==> src/rtl/midi_pkg.sv <==
// midi_pkg
//   Shared constants and helpers for the MIDI receive path.
//   MIDI_BAUD_CLKS : default clk cycles per UART bit (100 MHz / 31250 baud)
//   STATUS_MIN     : lowest channel status byte
//   SYSCOM_MIN     : lowest system common / SysEx byte
//   REALTIME_MIN   : lowest system realtime byte
//   midi_data_len  : number of data bytes that follow a channel status byte
package midi_pkg;

    localparam int MIDI_BAUD_CLKS = 3200;

    localparam logic [7:0] STATUS_MIN   = 8'h80;
    localparam logic [7:0] SYSCOM_MIN   = 8'hF0;
    localparam logic [7:0] REALTIME_MIN = 8'hF8;

    // Program change (0xCn) and channel pressure (0xDn) carry a single data
    // byte, every other channel message carries two. Anything that is not a
    // channel status byte has no data of its own as far as the parser cares.
    function automatic logic [1:0] midi_data_len(input logic [7:0] status);
        logic [1:0] len;
        len = 2'd0;
        if (status >= STATUS_MIN && status < SYSCOM_MIN) begin
            if (status[7:4] == 4'hC || status[7:4] == 4'hD) begin
                len = 2'd1;
            end else begin
                len = 2'd2;
            end
        end
        return len;
    endfunction

endpackage

==> src/rtl/uart_rx_byte.sv <==
// uart_rx_byte
//   8N1 UART receiver: two-flop synchroniser on rx followed by a start /
//   data / stop state machine sampling in the middle of each bit.
//   clk         : system clock
//   rst_n       : asynchronous active-low reset
//   rx          : raw serial input, idle high, asynchronous to clk
//   byte_valid  : 1-cycle pulse, byte_data holds a correctly framed byte
//   byte_data   : last correctly framed byte, held until the next one
//   framing_err : 1-cycle pulse, stop bit sampled low and the byte dropped
module uart_rx_byte
    import midi_pkg::*;
#(
    parameter int CLKS_PER_BIT = MIDI_BAUD_CLKS
) (
    input  logic       clk,
    input  logic       rst_n,
    input  logic       rx,
    output logic       byte_valid,
    output logic [7:0] byte_data,
    output logic       framing_err
);

    localparam int CW = $clog2(CLKS_PER_BIT);
    localparam logic [CW-1:0] HALF_LAST = CW'(CLKS_PER_BIT / 2 - 1);
    localparam logic [CW-1:0] BIT_LAST  = CW'(CLKS_PER_BIT - 1);

    typedef enum logic [2:0] {
        IDLE,
        START,
        DATA,
        STOP,
        BREAK
    } rx_state_t;

    rx_state_t     state;
    logic          rx_meta;
    logic          rx_s;
    logic [CW-1:0] baud_cnt;
    logic [2:0]    bit_cnt;
    logic [7:0]    shift;

    // The synchroniser resets to the idle level so that reset release is not
    // mistaken for a start bit. Everything downstream only looks at rx_s.
    always_ff @(posedge clk or negedge rst_n) begin
        if (!rst_n) begin
            rx_meta <= 1'b1;
            rx_s    <= 1'b1;
        end else begin
            rx_meta <= rx;
            rx_s    <= rx_meta;
        end
    end

    // Frame state machine. The start bit is re-checked half a bit after the
    // falling edge so short glitches are rejected; from there on every sample
    // lands one full bit later, i.e. in the middle of each data and stop bit.
    // A low stop bit parks the machine in BREAK until the line returns high,
    // so a held-low line or break condition produces only one error pulse.
    always_ff @(posedge clk or negedge rst_n) begin
        if (!rst_n) begin
            state       <= IDLE;
            baud_cnt    <= '0;
            bit_cnt     <= '0;
            shift       <= '0;
            byte_valid  <= 1'b0;
            byte_data   <= '0;
            framing_err <= 1'b0;
        end else begin
            byte_valid  <= 1'b0;
            framing_err <= 1'b0;
            case (state)
                IDLE: begin
                    if (!rx_s) begin
                        state    <= START;
                        baud_cnt <= '0;
                        bit_cnt  <= '0;
                    end
                end
                START: begin
                    if (baud_cnt == HALF_LAST) begin
                        baud_cnt <= '0;
                        state    <= rx_s ? IDLE : DATA;
                    end else begin
                        baud_cnt <= baud_cnt + 1'b1;
                    end
                end
                DATA: begin
                    if (baud_cnt == BIT_LAST) begin
                        baud_cnt <= '0;
                        shift    <= {rx_s, shift[7:1]};
                        bit_cnt  <= bit_cnt + 1'b1;
                        if (bit_cnt == 3'd7) begin
                            state <= STOP;
                        end
                    end else begin
                        baud_cnt <= baud_cnt + 1'b1;
                    end
                end
                STOP: begin
                    if (baud_cnt == BIT_LAST) begin
                        baud_cnt <= '0;
                        if (rx_s) begin
                            byte_valid <= 1'b1;
                            byte_data  <= shift;
                            state      <= IDLE;
                        end else begin
                            framing_err <= 1'b1;
                            state       <= BREAK;
                        end
                    end else begin
                        baud_cnt <= baud_cnt + 1'b1;
                    end
                end
                BREAK: begin
                    if (rx_s) begin
                        state <= IDLE;
                    end
                end
                default: begin
                    state <= IDLE;
                end
            endcase
        end
    end

endmodule

==> src/rtl/midi_uart_rx.sv <==
// midi_uart_rx
//   MIDI receiver: UART byte deserialiser plus a message parser with running
//   status and transparent handling of interleaved realtime bytes.
//   clk         : system clock (100 MHz)
//   rst_n       : asynchronous active-low reset
//   rx          : raw serial input, idle high
//   byte_valid  : 1-cycle pulse, byte_data holds a framed byte
//   byte_data   : last received byte
//   framing_err : 1-cycle pulse, byte dropped because of a low stop bit
//   msg_valid   : 1-cycle pulse, msg_* hold a complete message
//   msg_status  : status byte of the message (running status applied)
//   msg_data1   : first data byte, 0 if none
//   msg_data2   : second data byte, 0 if none
module midi_uart_rx
    import midi_pkg::*;
#(
    parameter int CLKS_PER_BIT = MIDI_BAUD_CLKS
) (
    input  logic       clk,
    input  logic       rst_n,
    input  logic       rx,
    output logic       byte_valid,
    output logic [7:0] byte_data,
    output logic       framing_err,
    output logic       msg_valid,
    output logic [7:0] msg_status,
    output logic [6:0] msg_data1,
    output logic [6:0] msg_data2
);

    logic [7:0] run_status;
    logic       data_cnt;
    logic [6:0] pend_data1;

    uart_rx_byte #(
        .CLKS_PER_BIT(CLKS_PER_BIT)
    ) u_uart (
        .clk        (clk),
        .rst_n      (rst_n),
        .rx         (rx),
        .byte_valid (byte_valid),
        .byte_data  (byte_data),
        .framing_err(framing_err)
    );

    // Message parser, advanced once per received byte. A run_status of zero
    // means "no running status" since every real status byte has bit 7 set.
    // Realtime bytes are reported immediately and leave the running status
    // and any half-collected message alone, so they can sit between the data
    // bytes of another message. System common / SysEx clears running status,
    // which makes the following data bytes fall into the discard path.
    always_ff @(posedge clk or negedge rst_n) begin
        if (!rst_n) begin
            run_status <= '0;
            data_cnt   <= 1'b0;
            pend_data1 <= '0;
            msg_valid  <= 1'b0;
            msg_status <= '0;
            msg_data1  <= '0;
            msg_data2  <= '0;
        end else begin
            msg_valid <= 1'b0;
            if (byte_valid) begin
                if (byte_data >= REALTIME_MIN) begin
                    msg_valid  <= 1'b1;
                    msg_status <= byte_data;
                    msg_data1  <= '0;
                    msg_data2  <= '0;
                end else if (byte_data >= SYSCOM_MIN) begin
                    run_status <= '0;
                    data_cnt   <= 1'b0;
                end else if (byte_data >= STATUS_MIN) begin
                    run_status <= byte_data;
                    data_cnt   <= 1'b0;
                end else if (run_status != 8'h00) begin
                    if (!data_cnt) begin
                        if (midi_data_len(run_status) == 2'd1) begin
                            msg_valid  <= 1'b1;
                            msg_status <= run_status;
                            msg_data1  <= byte_data[6:0];
                            msg_data2  <= '0;
                        end else begin
                            pend_data1 <= byte_data[6:0];
                            data_cnt   <= 1'b1;
                        end
                    end else begin
                        msg_valid  <= 1'b1;
                        msg_status <= run_status;
                        msg_data1  <= pend_data1;
                        msg_data2  <= byte_data[6:0];
                        data_cnt   <= 1'b0;
                    end
                end
            end
        end
    end

endmodule

==> config.mk <==
export PLATFORM = sky130hd
export DESIGN_NAME = midi_uart_rx
export DESIGN_NICKNAME = d
export VERILOG_FILES = /design/src/rtl/midi_pkg.sv /design/src/rtl/uart_rx_byte.sv /design/src/rtl/midi_uart_rx.sv
export SDC_FILE = /design/constraint.sdc
export NUM_CORES = 1
export LEC_CHECK = 0
export ABC_AREA = 1
export CAP_MARGIN = 20
export CORE_ASPECT_RATIO = 1.75
export CORE_MARGIN = 2
export CORE_UTILIZATION = 56
export DETAILED_ROUTE_END_ITERATION = 12
export MAX_ROUTING_LAYER = met4
export PLACE_DENSITY_LB_ADDON = 0.25
export SETUP_SLACK_MARGIN = 0.5
export SLEW_MARGIN = 20
export SYNTH_ARGS = -nofsm -noshare
export SYNTH_HDL_FRONTEND = slang
export SYNTH_HIERARCHICAL = 1
export SYNTH_SLANG_ARGS = --single-unit
==> constraint.sdc <==
create_clock -name clk -period 2.3 [get_ports clk]
set_clock_uncertainty 0.15 [all_clocks]
set_input_delay 0.345 -clock clk [delete_from_list [all_inputs] [get_ports clk]]
set_output_delay 0.345 -clock clk [all_outputs]
set_load 0.01 [all_outputs]
Yosys cells after proc, flatten, opt, wreduce, memory -nomap -nowiden
Cells that the tools add are included.
{"block": "word_totals", "register_bits": 77, "inputBits": 3, "output_inout_bits": 33, "wordCells": 128}
{"block": "op_classes", "add_sub_neg": 2, "n_lt_le_gt_ge": 5, "n_eq_ne": 18, "n_mux": 62, "bitwise_logic": 5, "reduce_logical": 20}
{"cell": "$mux W7", "count": 12}
{"cell": "$mux W8", "count": 8}
{"cell": "$mux W12", "count": 3}
{"cell": "$pmux W12 S3", "count": 1}
{"cell": "$ge A8 B8 Y1 const B", "count": 4}
{"cell": "$mux W3", "count": 9}
{"cell": "$mux W1", "count": 18}
{"cell": "$mux W2", "count": 9}
{"cell": "$pmux W3 S5", "count": 1}
{"cell": "$add A12 B1 Y12 const B", "count": 1}
{"cell": "$eq A12 B11 Y1 const B", "count": 1}
{"cell": "$eq A12 B12 Y1 const B", "count": 1}
{"cell": "$reduce_and A3 Y1", "count": 4}
{"cell": "$ne A2 B1 Y1 const B", "count": 5}
{"cell": "$reduce_bool A3 Y1", "count": 3}
{"cell": "$eq A4 B4 Y1 const B", "count": 2}
{"cell": "$lt A8 B8 Y1 const B", "count": 1}
{"cell": "$reduce_bool A8 Y1", "count": 1}
{"cell": "$reduce_and A7 Y1", "count": 1}
{"cell": "$eq A3 B2 Y1 const B", "count": 2}
{"cell": "$eq A3 B3 Y1 const B", "count": 2}
{"cell": "$ne A2 B2 Y1 const B", "count": 3}
{"cell": "$pmux W3 S2", "count": 1}
{"cell": "$reduce_and A6 Y1", "count": 1}
{"cell": "11 further kinds", "count": 18}

Depth between registers and ports, before layout
Gate-level depths: netlist of run 1.
{"block": "depth", "word_depth": 18, "ltp_mapped": 10, "ltp_nobuf": 10}

Cells and area by module
The synthesis of run 1 kept the hierarchy.
{"module": "uart_rx_byte", "n_inst": 1, "cells_each": 233, "area_each_um2": 1979.4, "seq_area_each_um2": 953.4}
{"module": "midi_uart_rx", "n_inst": 1, "cells_each": 234, "area_each_um2": 1851.8, "seq_area_each_um2": 975.9}

Worst setup path after synthesis of run 1
Ideal clock, no wire load.
{"block": "synth_timing", "path_type": "flip-flop to flip-flop", "start": "reg u_uart.baud_cnt[1]", "end": "reg u_uart.byte_data[5]", "setup_time_ns": 0.118, "arrival_time_ns": 1.328, "required_ns": 2.032, "slack_ns": 0.704, "stages_incl_launch_ff": 10, "path_buffers": 1, "period_less_slack_ns": 1.596, "path_cell_list": "dfrtp_1 ha_1 nand2_2 nor2_4 nand2_4 nor2_4 nand3_4 buf_6 nand2_1 o21ai_2"}
{"block": "synth_via", "elab_chain_len": 2}
{"item": "from (decl)", "line": "uart_rx_byte.sv:38", "text": "logic [CW-1:0] baud_cnt;"}
{"item": "from (signal assigned)", "line": "uart_rx_byte.sv:84", "text": "baud_cnt <= baud_cnt + 1'b1;"}
{"item": "from (signal assigned)", "line": "uart_rx_byte.sv:96", "text": "baud_cnt <= baud_cnt + 1'b1;"}
{"item": "from (signal assigned)", "line": "uart_rx_byte.sv:111", "text": "baud_cnt <= baud_cnt + 1'b1;"}
{"item": "$eq A12 B12 Y1", "line": "uart_rx_byte.sv:100", "text": "if (baud_cnt == BIT_LAST) begin"}
{"item": "$reduce_and A3 Y1 (no source line)"}
{"item": "to (signal assigned)", "line": "uart_rx_byte.sv:104", "text": "byte_data <= shift;"}
{"item": "to (decl)", "line": "uart_rx_byte.sv:19", "text": "output logic [7:0] byte_data,"}
Every way passes these cells.
A chain may end at the register's enable or synchronous reset.

Final worst setup path of run 1
{"block": "layout_timing", "start": "reg u_uart.byte_data[0]", "end": "out byte_data[0]"}
{"item": "to (decl)", "line": "midi_uart_rx.sv:23", "text": "output logic [7:0] byte_data,"}
No word-level cell between the ends.

==> impl_metrics.yaml, run 1 <==
outcome:
  outcome: "finished, final reports clean"
synth:
  yosysTopAreaCell: "dfrtp_1"
  ys_warn_count: 6
  syn-cell-area_sq_mm: 0.00383
  synth_top_area_share_pct: 49.0
  synthCells: 467
  synth.most_common_cell: "nand2_1"
  syn-num-nets: 473
  ys_top_cells_by_area: "dfrtp_1 (49%), nand2_1 (17%), nand3_1 (6.3%)"
  synth_ff_type: "dfrtp_1"
  synth_compound_area_share_pct: 7.12
  synth_top_family_by_area: "simple AND/OR/NAND/NOR gates"
  async_reset_ff_share_pct: 100
  muxShareOfSynthArea_pct: 0
  synth_cell_type_count: 36
  synth-simple-area-share_pct: 34.4
  synthTopCellsByCount: "nand2_1 (169), dfrtp_1 (75), nand3_1 (48)"
  ys_seq_area_share_pct: 50.4
  synthXorXnorAreaFrac_pct: 0.686
  synth_edf_count: 0
  yosys_register_bits: 77
  syn_area_per_cell_sq_um: 8.20
  synthAdderAreaFrac_pct: 0.980
sta:
  setup_viol: 0
  relSlewSlack_pct: 67.1
  hold_viol: 0
  min_period_ns: 1.74
  worst_pin_slew_ns: 0.494
  rsz0062_at_grt: "true"
  holdWs_ns: 0.205
  setup_ws_ns: 0.556
  drv_slew: 0
  max_freq_ghz: 0.573
  min_period_over_period_pct: 75.8
  tns_ns: 0
floorplan:
  pin_count: 36
  initial_core_util_pct: 58.2
  num_rows: 39
  die_h_microns: 113
  die_x_microns: 66.5
  core_sq_mm: 0.00659
  dieArea_sq_mm: 0.00754
global_route:
  grt_pass1_wl_microns: 15200
  overflow: 0
  antenna_found_initial: 0
  grt_pass1_vias: 3278
  grt_max_degree: 41
  grt_use_total_pct: 27.8
setup_path:
  cp_max_fo: 2
  crit_path_end_kind: "primary output"
  cp_num_buf_inv: 1
  worstPathArrival_ns: 1.25
  slowest_stage: "clkdlybuf4s50_1"
  crit_required_ns: 1.80
  max_stage_delay_ns: 0.53
  path_cells: "clkdlybuf4s50_1"
  critPathTopFamily: "buffers and inverters"
  start_kind: "flop"
  path_class: "flop to primary output"
clocking:
  clk_pin_slew_worst_paths_ns: 0.05
  cts.htree.levels: 3
  cts_buffers: 9
  cts_tree: "yes"
  ctsRootBufferMaster: "clkbuf_16"
  clk_path_buf_depth: 2
  numClockSinks: 77
  clk_latency_ns: 0.34
placed_design:
  dpl.hpwl_microns: 6120
  port_buffers: 35
  gp_congestion: 0.986
  pre_cts_ws_ns: 0.457
drt:
  wl_per_cell_microns: 14.8
  dr.pass1.iters: 6
  drtIter0Drc: 209
  antenna_left: 0
  viasPerCell: 5.44
  routed_wl_microns: 9090
  drcViolationCount: 0
  num_vias: 3339
finish:
  multiInputGateArea_sq_mm: 0.00170
  area_growth_pct: 23.5
  nNetsFinal: 533
  regArea_sq_mm: 0.00194
  fin_util_pct: 71.9
  nFillCells: 530
  antennaDiodeCount: 0
  drive_gt1_share_pct: 18.0
pwr:
  leakage_uw: 0.00244
  seqPwrFrac_pct: 50.5
  p_sw_uw: 541
  power.density_mw_per_mm2: 570
  comb_power_share_pct: 1.3
  p_sw_share_pct: 20.1
  vdd.ir_drop.worst_uv: 461
  clockPowerShare_pct: 48.2
  p_int_uw: 2160
flow_run:
  maxCapViolations: 0
min_path:
  hold_path.class: "flop to flop"
[metal layers]
layer	vias up	global-route usage, %	wire, microns
li1	1615	-	-
met1	1584	27.1	3320
met2	112	48.5	5030
met3	28	5.82	352
met4	0	17.0	391
met5	-	-	0
[cell usage in the layout, fill, tap and decap left out, types with 2 or more instances in the layout]
master and n:
nand2_4 6, dfstp_2 2, clkbuf_1 4, dfrtp_2 9
nand3_1 47, xor2_1 3, dlymetal6s2s_1 4, nor2_2 7
nand4_1 10, clkbuf_16 9, nor2_4 3, inv_2 6
clkdlybuf4s50_1 29, buf_4 25, o21ai_0 15, nor2_1 27
inv_1 35, o21ai_1 15, ha_1 2, clkbuf_8 2
dfrtp_1 66, nand2_1 169, o21ai_2 7, nand2_2 7
nand3_2 3
[sequential cells by signal (all words and copies together), names as in the netlist]
register,flops
run_status,8
u_uart/baud_cnt,12
u_uart/rx_meta,1
u_uart/shift,8
u_uart/byte_data,8
msg_valid,1
msg_data2,7
pend_data1,7
data_cnt,1
u_uart/framing_err,1
u_uart/state,3
u_uart/byte_valid,1
u_uart/rx_s,1
msg_data1,7
u_uart/bit_cnt,3
msg_status,8
[layout make-up]
| cell class | instances | share of cell area (%) |
|---|---|---|
| clock buffers | 15 | 5.66 |
| clock inverters | 1 | 0.106 |
| inverters | 41 | 3.25 |
| multi-input cells | 337 | 35.8 |
| flip-flops and latches | 77 | 41.0 |
| well taps | 82 | 2.17 |
| repair buffers | 61 | 12.0 |
[kinds of logic (layout without fill, tap and decap cells)]
group	after synthesis	after routing
adders and majority gates	3	3
and+or+nand+nor	288	288
buffers and inverters	53	118
DFF	77	77
AOI/OAI and AO/OA	43	43
xor gates and xnor gates	3	3
[timing repair]
| action | CTS | global route |
|---|---|---|
| hold buffers | 1 | 0 |
| endpoints found under the setup margin | 32 | 62 |
| pin swaps | 1 | 4 |
| resized for setup | 12 | 11 |
| buffers inserted | 11 | 11 |
| endpoints found under the hold margin | 35 | 0 |
[power groups by stage]
stage | clock (uW) | sequential, uW | combinational, uW
after floorplan | 0 | 1380 | 1.19
after global placement | 0 | 1390 | 34.6
after detailed placement | 0 | 1390 | 35.5
after CTS | 1320 | 1360 | 36.8
after global routing | 1370 | 1360 | 41.8
final | 1300 | 1360 | 34.5
[final timing paths]
check                                     from                  end  slack, ns  depth (start not counted)
max                        u_uart/byte_data[0]         byte_data[0]       0.56                          1
min                             u_uart/rx_meta          u_uart/rx_s       0.21                          0
max reg2reg                 u_uart/baud_cnt[1]   u_uart/baud_cnt[3]       0.56                          8
min reg2reg                     u_uart/rx_meta          u_uart/rx_s       0.21                          0
max in group asynchronous                rst_n  u_uart/byte_data[1]       1.04                          3
min in group asynchronous                rst_n            msg_valid       0.36                          2
[per-stage QoR]
step	cells	area, sq um	total power, uW
after floorplan	467	3830	1390
after global placement	575	4220	1420
after detailed placement	575	4220	1420
after CTS	603	4610	2720
after global routing	614	4730	2780
final	614	4730	2700
No activity file was read; power rests on OpenSTA's default activity.
==> inputs of run 2 (changes only) <==
==> constraint.sdc (replaced) <==
create_clock -name clk -period 1.8 [get_ports clk]
set_clock_uncertainty 0.15 [all_clocks]
set_input_delay 0.27 -clock clk [delete_from_list [all_inputs] [get_ports clk]]
set_output_delay 0.27 -clock clk [all_outputs]
set_load 0.01 [all_outputs]
==> impl_metrics.yaml, run 2 (synthesized netlist as in run 1, its figures left out) <==
finish:
  nFillCells: 297
  antennaDiodeCount: 0
  fin_util_pct: 86.1
  final_cell_mix: "nand2_1 (130), dfrtp_1 (66), buf_4 (57)"
  multiInputGateArea_sq_mm: 0.00221
  regArea_sq_mm: 0.00194
  nNetsFinal: 594
  final_common_cell: "nand2_1"
  regMostFlops: "u_uart/baud_cnt"
  largest_reg_flops: 12
  drive_gt1_share_pct: 48.2
  area_growth_pct: 48.0
global_route:
  antenna_found_initial: 0
  grt_use_total_pct: 36.3
  overflow: 0
  grt_pass1_vias: 3930
  grt_busiest_layer: "met2"
  grt_use_met2_pct: 61.5
  grt_pass1_wl_microns: 19800
  met3_usage_pct: 7.40
  met1_usage_pct: 36.0
  grt_max_degree: 34
pwr:
  power.density_mw_per_mm2: 620
  leakage_uw: 0.00280
  comb_power_share_pct: 1.5
  seqPwrFrac_pct: 49.4
  vdd.ir_drop.worst_uv: 753
  p_sw_uw: 767
  finalPower_uw: 3520
  clockPowerShare_pct: 49.1
  p_sw_share_pct: 21.8
  p_int_uw: 2750
floorplan:
  num_rows: 39
  die_x_microns: 66.5
  dieArea_sq_mm: 0.00754
  core_sq_mm: 0.00659
  die_h_microns: 113
  pin_count: 36
  initial_core_util_pct: 58.2
setup_path:
  rrSetupSlack_ns: 0.06
  max_stage_delay_ns: 0.40
  cp_common_cell: "nand2_2"
  crit_path_end_kind: "flop"
  path_class: "flop to flop"
  path_cells: "ha_4, nand2_4, nor2_4, nand2_4, buf_4, nor2_4, nand2_2, nand2_2, nand2_2, nand2_1, nand2_1"
  rr_endpoint: "u_uart/baud_cnt[10]"
  worstPathArrival_ns: 1.83
  crit_required_ns: 1.88
  ff2ff_path_depth: 11
  slowest_stage: "dfrtp_1"
  cp_max_fo: 4
  cp_num_buf_inv: 1
  start_kind: "flop"
  r2r-start: "u_uart/baud_cnt[0]"
  critPathTopFamily: "simple AND/OR/NAND/NOR gates"
clocking:
  cts_tree: "yes"
  numClockSinks: 77
  clk_path_buf_depth: 2
  cts.htree.levels: 3
  cts_buffers: 9
  ctsRootBufferMaster: "clkbuf_16"
  clk_pin_slew_worst_paths_ns: 0.05
  clk_latency_ns: 0.35
sta:
  tns_ns: 0
  min_period_ns: 1.74
  hold_viol: 0
  setup_viol: 0
  drv_slew: 0
  min_period_over_period_pct: 96.9
  rsz0062_at_grt: "true"
  relSlewSlack_pct: 73.7
  worst_pin_slew_ns: 0.394
  max_freq_ghz: 0.573
drt:
  wl_per_cell_microns: 20.6
  routed_wl_microns: 13900
  viasPerCell: 6.09
  num_vias: 4114
  dr.pass1.iters: 5
  drtIter0Drc: 573
  drcViolationCount: 0
  antenna_left: 0
min_path:
  hold_depth: 1
  hold_path.class: "primary input to flop"
  worstHoldEndpoint: "u_uart/rx_meta"
  min_from: "rx"
outcome:
  outcome: "finished, final reports clean"
placed_design:
  dpl.hpwl_microns: 6400
  port_buffers: 35
  gp_congestion: 0.983
flow_run:
  maxCapViolations: 0
[run 2: worst register-to-register path, cell delays in order, from the launching register on]
cell,delay (ns)
dfrtp_1,0.40
ha_4,0.17
nand2_4,0.07
nor2_4,0.15
nand2_4,0.09
buf_4,0.16
nor2_4,0.10
nand2_2,0.07
nand2_2,0.10
nand2_2,0.07
nand2_1,0.06
nand2_1,0.04
[run 2: repair_timing]
item,in CTS,in global routing
pin swaps,56,47
setup buffers,37,25
cloned,5,0
setup endpoints to repair,108,98
gates resized for setup,256,55
hold buffers,1,0
endpoints found under the hold margin,26,0
[run 2: metrics by stage]
step | std cells | setup WS [ns] | hold slack, ns | instance area, sq um
4_1_cts | 650 | 0.146 | 0.180 | 5280
2_1_floorplan | 467 | 0.204 | -0.176 | 3850
3_3_place_gp | 591 | 0.145 | 0.0546 | 4360
6_report | 675 | 0.0553 | 0.184 | 5670
5_1_grt | 675 | 0.0182 | 0.188 | 5670
3_5_place_dp | 591 | 0.0796 | 0.0585 | 4360
[run 2: layout make-up]
| class | instances | share of cell area (%) |
|---|---|---|
| tap | 82 | 1.81 |
| timing repair buffer | 118 | 17.0 |
| clock inverter | 4 | 0.397 |
| multi-input combinational | 341 | 39.0 |
| clock buffer | 12 | 4.52 |
| sequential | 77 | 34.2 |
| inverter | 41 | 3.02 |
[run 2: power groups by stage]
stage	clock, uW	combinational, uW	sequential (uW)
final	1730	54.4	1740
after global routing	1820	62.2	1740
after CTS	1700	54.7	1740
after detailed placement	0	47.6	1770
after global placement	0	46.1	1770
after floorplan	0	1.52	1770
[run 2: metal layers]
metal / share of wire, % / wire [microns]
met5: 0 / 0
met4: 9.1 / 1270
met3: 6.4 / 896
met2: 52 / 7250
met1: 32 / 4510
[run 2: worst max-delay path by stage]
stage | cells after the start | start | end | slack [ns]
2_1_floorplan | 9 | u_uart/baud_cnt[1] | u_uart/byte_data[5] | 0.20
3_3_place_gp | 8 | u_uart/baud_cnt[1] | u_uart/baud_cnt[3] | 0.14
3_5_place_dp | 8 | u_uart/baud_cnt[1] | u_uart/byte_data[3] | 0.08
4_1_cts | 8 | u_uart/baud_cnt[1] | u_uart/byte_data[0] | 0.15
5_1_grt | 11 | u_uart/baud_cnt[0] | u_uart/baud_cnt[10] | 0.02
6_report | 11 | u_uart/baud_cnt[0] | u_uart/baud_cnt[10] | 0.06
==> inputs of run 3 (changes only) <==
--- a/config.mk
+++ b/config.mk
@@ -11,6 +11,7 @@
 export CORE_MARGIN = 2
 export CORE_UTILIZATION = 56
 export DETAILED_ROUTE_END_ITERATION = 12
+export GPL_TIMING_DRIVEN = 0
 export MAX_ROUTING_LAYER = met4
 export PLACE_DENSITY_LB_ADDON = 0.25
 export SETUP_SLACK_MARGIN = 0.5
==> impl_metrics.yaml, run 3 (synthesized netlist as in run 1, its figures left out) <==
floorplan:
  die_h_microns: 113
  initial_core_util_pct: 58.2
  pin_count: 36
  core_sq_mm: 0.00659
  num_rows: 39
  dieArea_sq_mm: 0.00754
  die_x_microns: 66.5
sta:
  worst_pin_slew_ns: 0.369
  setup_ws_ns: 0.104
  relSlewSlack_pct: 75.2
  max_freq_ghz: 0.590
  hold_viol: 0
  tns_ns: 0
  drv_slew: 0
  min_period_ns: 1.70
  min_period_over_period_pct: 94.2
  setup_viol: 0
  rsz0062_at_grt: "true"
clocking:
  numClockSinks: 77
  ctsRootBufferMaster: "clkbuf_16"
  cts.htree.levels: 3
  clk_pin_slew_worst_paths_ns: 0.05
  cts_buffers: 9
  cts_tree: "yes"
  clk_path_buf_depth: 2
  clk_latency_ns: 0.34
finish:
  multiInputGateArea_sq_mm: 0.00206
  regMostFlops: "u_uart/baud_cnt"
  fin_util_pct: 83.5
  final_cell_area_sq_mm: 0.00550
  largest_reg_flops: 12
  antennaDiodeCount: 0
  final_common_cell: "nand2_1"
  final_cell_mix: "nand2_1 (130), dfrtp_1 (62), buf_4 (38)"
  area_growth_pct: 43.6
  nFillCells: 368
  drive_gt1_share_pct: 44.4
  regArea_sq_mm: 0.00195
  nNetsFinal: 581
placed_design:
  gp_congestion: 0.971
  dpl_cell_area_sq_mm: 0.00433
  pre_cts_ws_ns: -0.00388
  dpl.hpwl_microns: 6230
  port_buffers: 35
pwr:
  seqPwrFrac_pct: 50.1
  leakage_uw: 0.00279
  comb_power_share_pct: 1.4
  p_sw_uw: 726
  power.density_mw_per_mm2: 631
  vdd.ir_drop.worst_uv: 566
  p_sw_share_pct: 20.9
  clockPowerShare_pct: 48.5
  p_int_uw: 2740
drt:
  drcViolationCount: 0
  routed_wl_microns: 12000
  antenna_left: 0
  wl_per_cell_microns: 18.1
  viasPerCell: 5.68
  dr.pass1.iters: 5
  num_vias: 3752
  drtIter0Drc: 362
global_route:
  grt_use_total_pct: 31.7
  overflow: 0
  grt_pass1_vias: 3701
  grt_max_degree: 55
  grt_pass1_wl_microns: 17400
  antenna_found_initial: 0
setup_path:
  crit_path_end_kind: "flop"
  worstPathArrival_ns: 1.76
  crit_required_ns: 1.86
  start_kind: "flop"
  path_class: "flop to flop"
  cp_max_fo: 10
flow_run:
  maxCapViolations: 0
min_path:
  hold_path.class: "primary input to flop"
outcome:
  outcome: "finished, final reports clean"
run 3: critical path: stages (launching register included):
cell,delay (ns)
dfrtp_1,0.40
ha_4,0.17
nand2_4,0.07
nor2_4,0.13
nand2_4,0.09
nor2_4,0.12
nand3_4,0.13
buf_8,0.18
nand2_1,0.06
nand2_1,0.06
run 3: final cells by class:
cell class	instances	share of cell area (%)
sequential	77	35.4
clock inverter	4	0.432
multi-input combinational	338	37.5
tap	82	1.87
inverter	41	3.28
buffer	12	2.16
clock buffer	11	4.60
timing repair buffer	96	14.8
run 3: power by group through the flow:
| stage | clock network, uW | logic (uW) | registers [uW] |
|---|---|---|---|
| after floorplan | 0 | 1.52 | 1770 |
| after detailed placement | 0 | 47.8 | 1770 |
| after CTS | 1680 | 49.7 | 1740 |
| after global placement | 0 | 40.2 | 1770 |
| after global routing | 1760 | 54.7 | 1740 |
| final | 1680 | 47.0 | 1740 |
run 3: what timing repair did:
item / CTS / global route
setup endpoints to repair: 108 / 92
resized for setup: 244 / 57
endpoints found under the hold margin: 23 / 0
buffers inserted: 38 / 19
pin swaps: 19 / 21
hold buffers: 1 / 0
gates cloned: 3 / 0
run 3: path summary, 6_finish.rpt:
kind	startpoint	end	slack, ns	cells past startpoint
min in group asynchronous	rst_n	msg_status[5]	0.23	2
max	u_uart/baud_cnt[0]	u_uart/byte_data[0]	0.10	9
min	rx	u_uart/rx_meta	0.19	1
max reg2reg	u_uart/baud_cnt[0]	u_uart/byte_data[0]	0.10	9
max in group asynchronous	rst_n	u_uart/rx_meta	0.65	3
min reg2reg	u_uart/rx_meta	u_uart/rx_s	0.21	0
run 3: per-stage QoR:
stage          cells  hold WS (ns)  total power, uW
3_5_place_dp     585        0.0414             1820
6_report         661         0.190             3470
4_1_cts          642         0.184             3470
2_1_floorplan    467        -0.176             1770
3_3_place_gp     584         0.196             1810
5_1_grt          661         0.191             3550
run 3: layer usage:
metal	global-route usage (%)	part of all wire, %	routed length, microns
met5	-	0	0
met4	21.6	5.4	647
met3	6.11	4.4	522
met2	53.5	56	6680
met1	32.0	34	4110
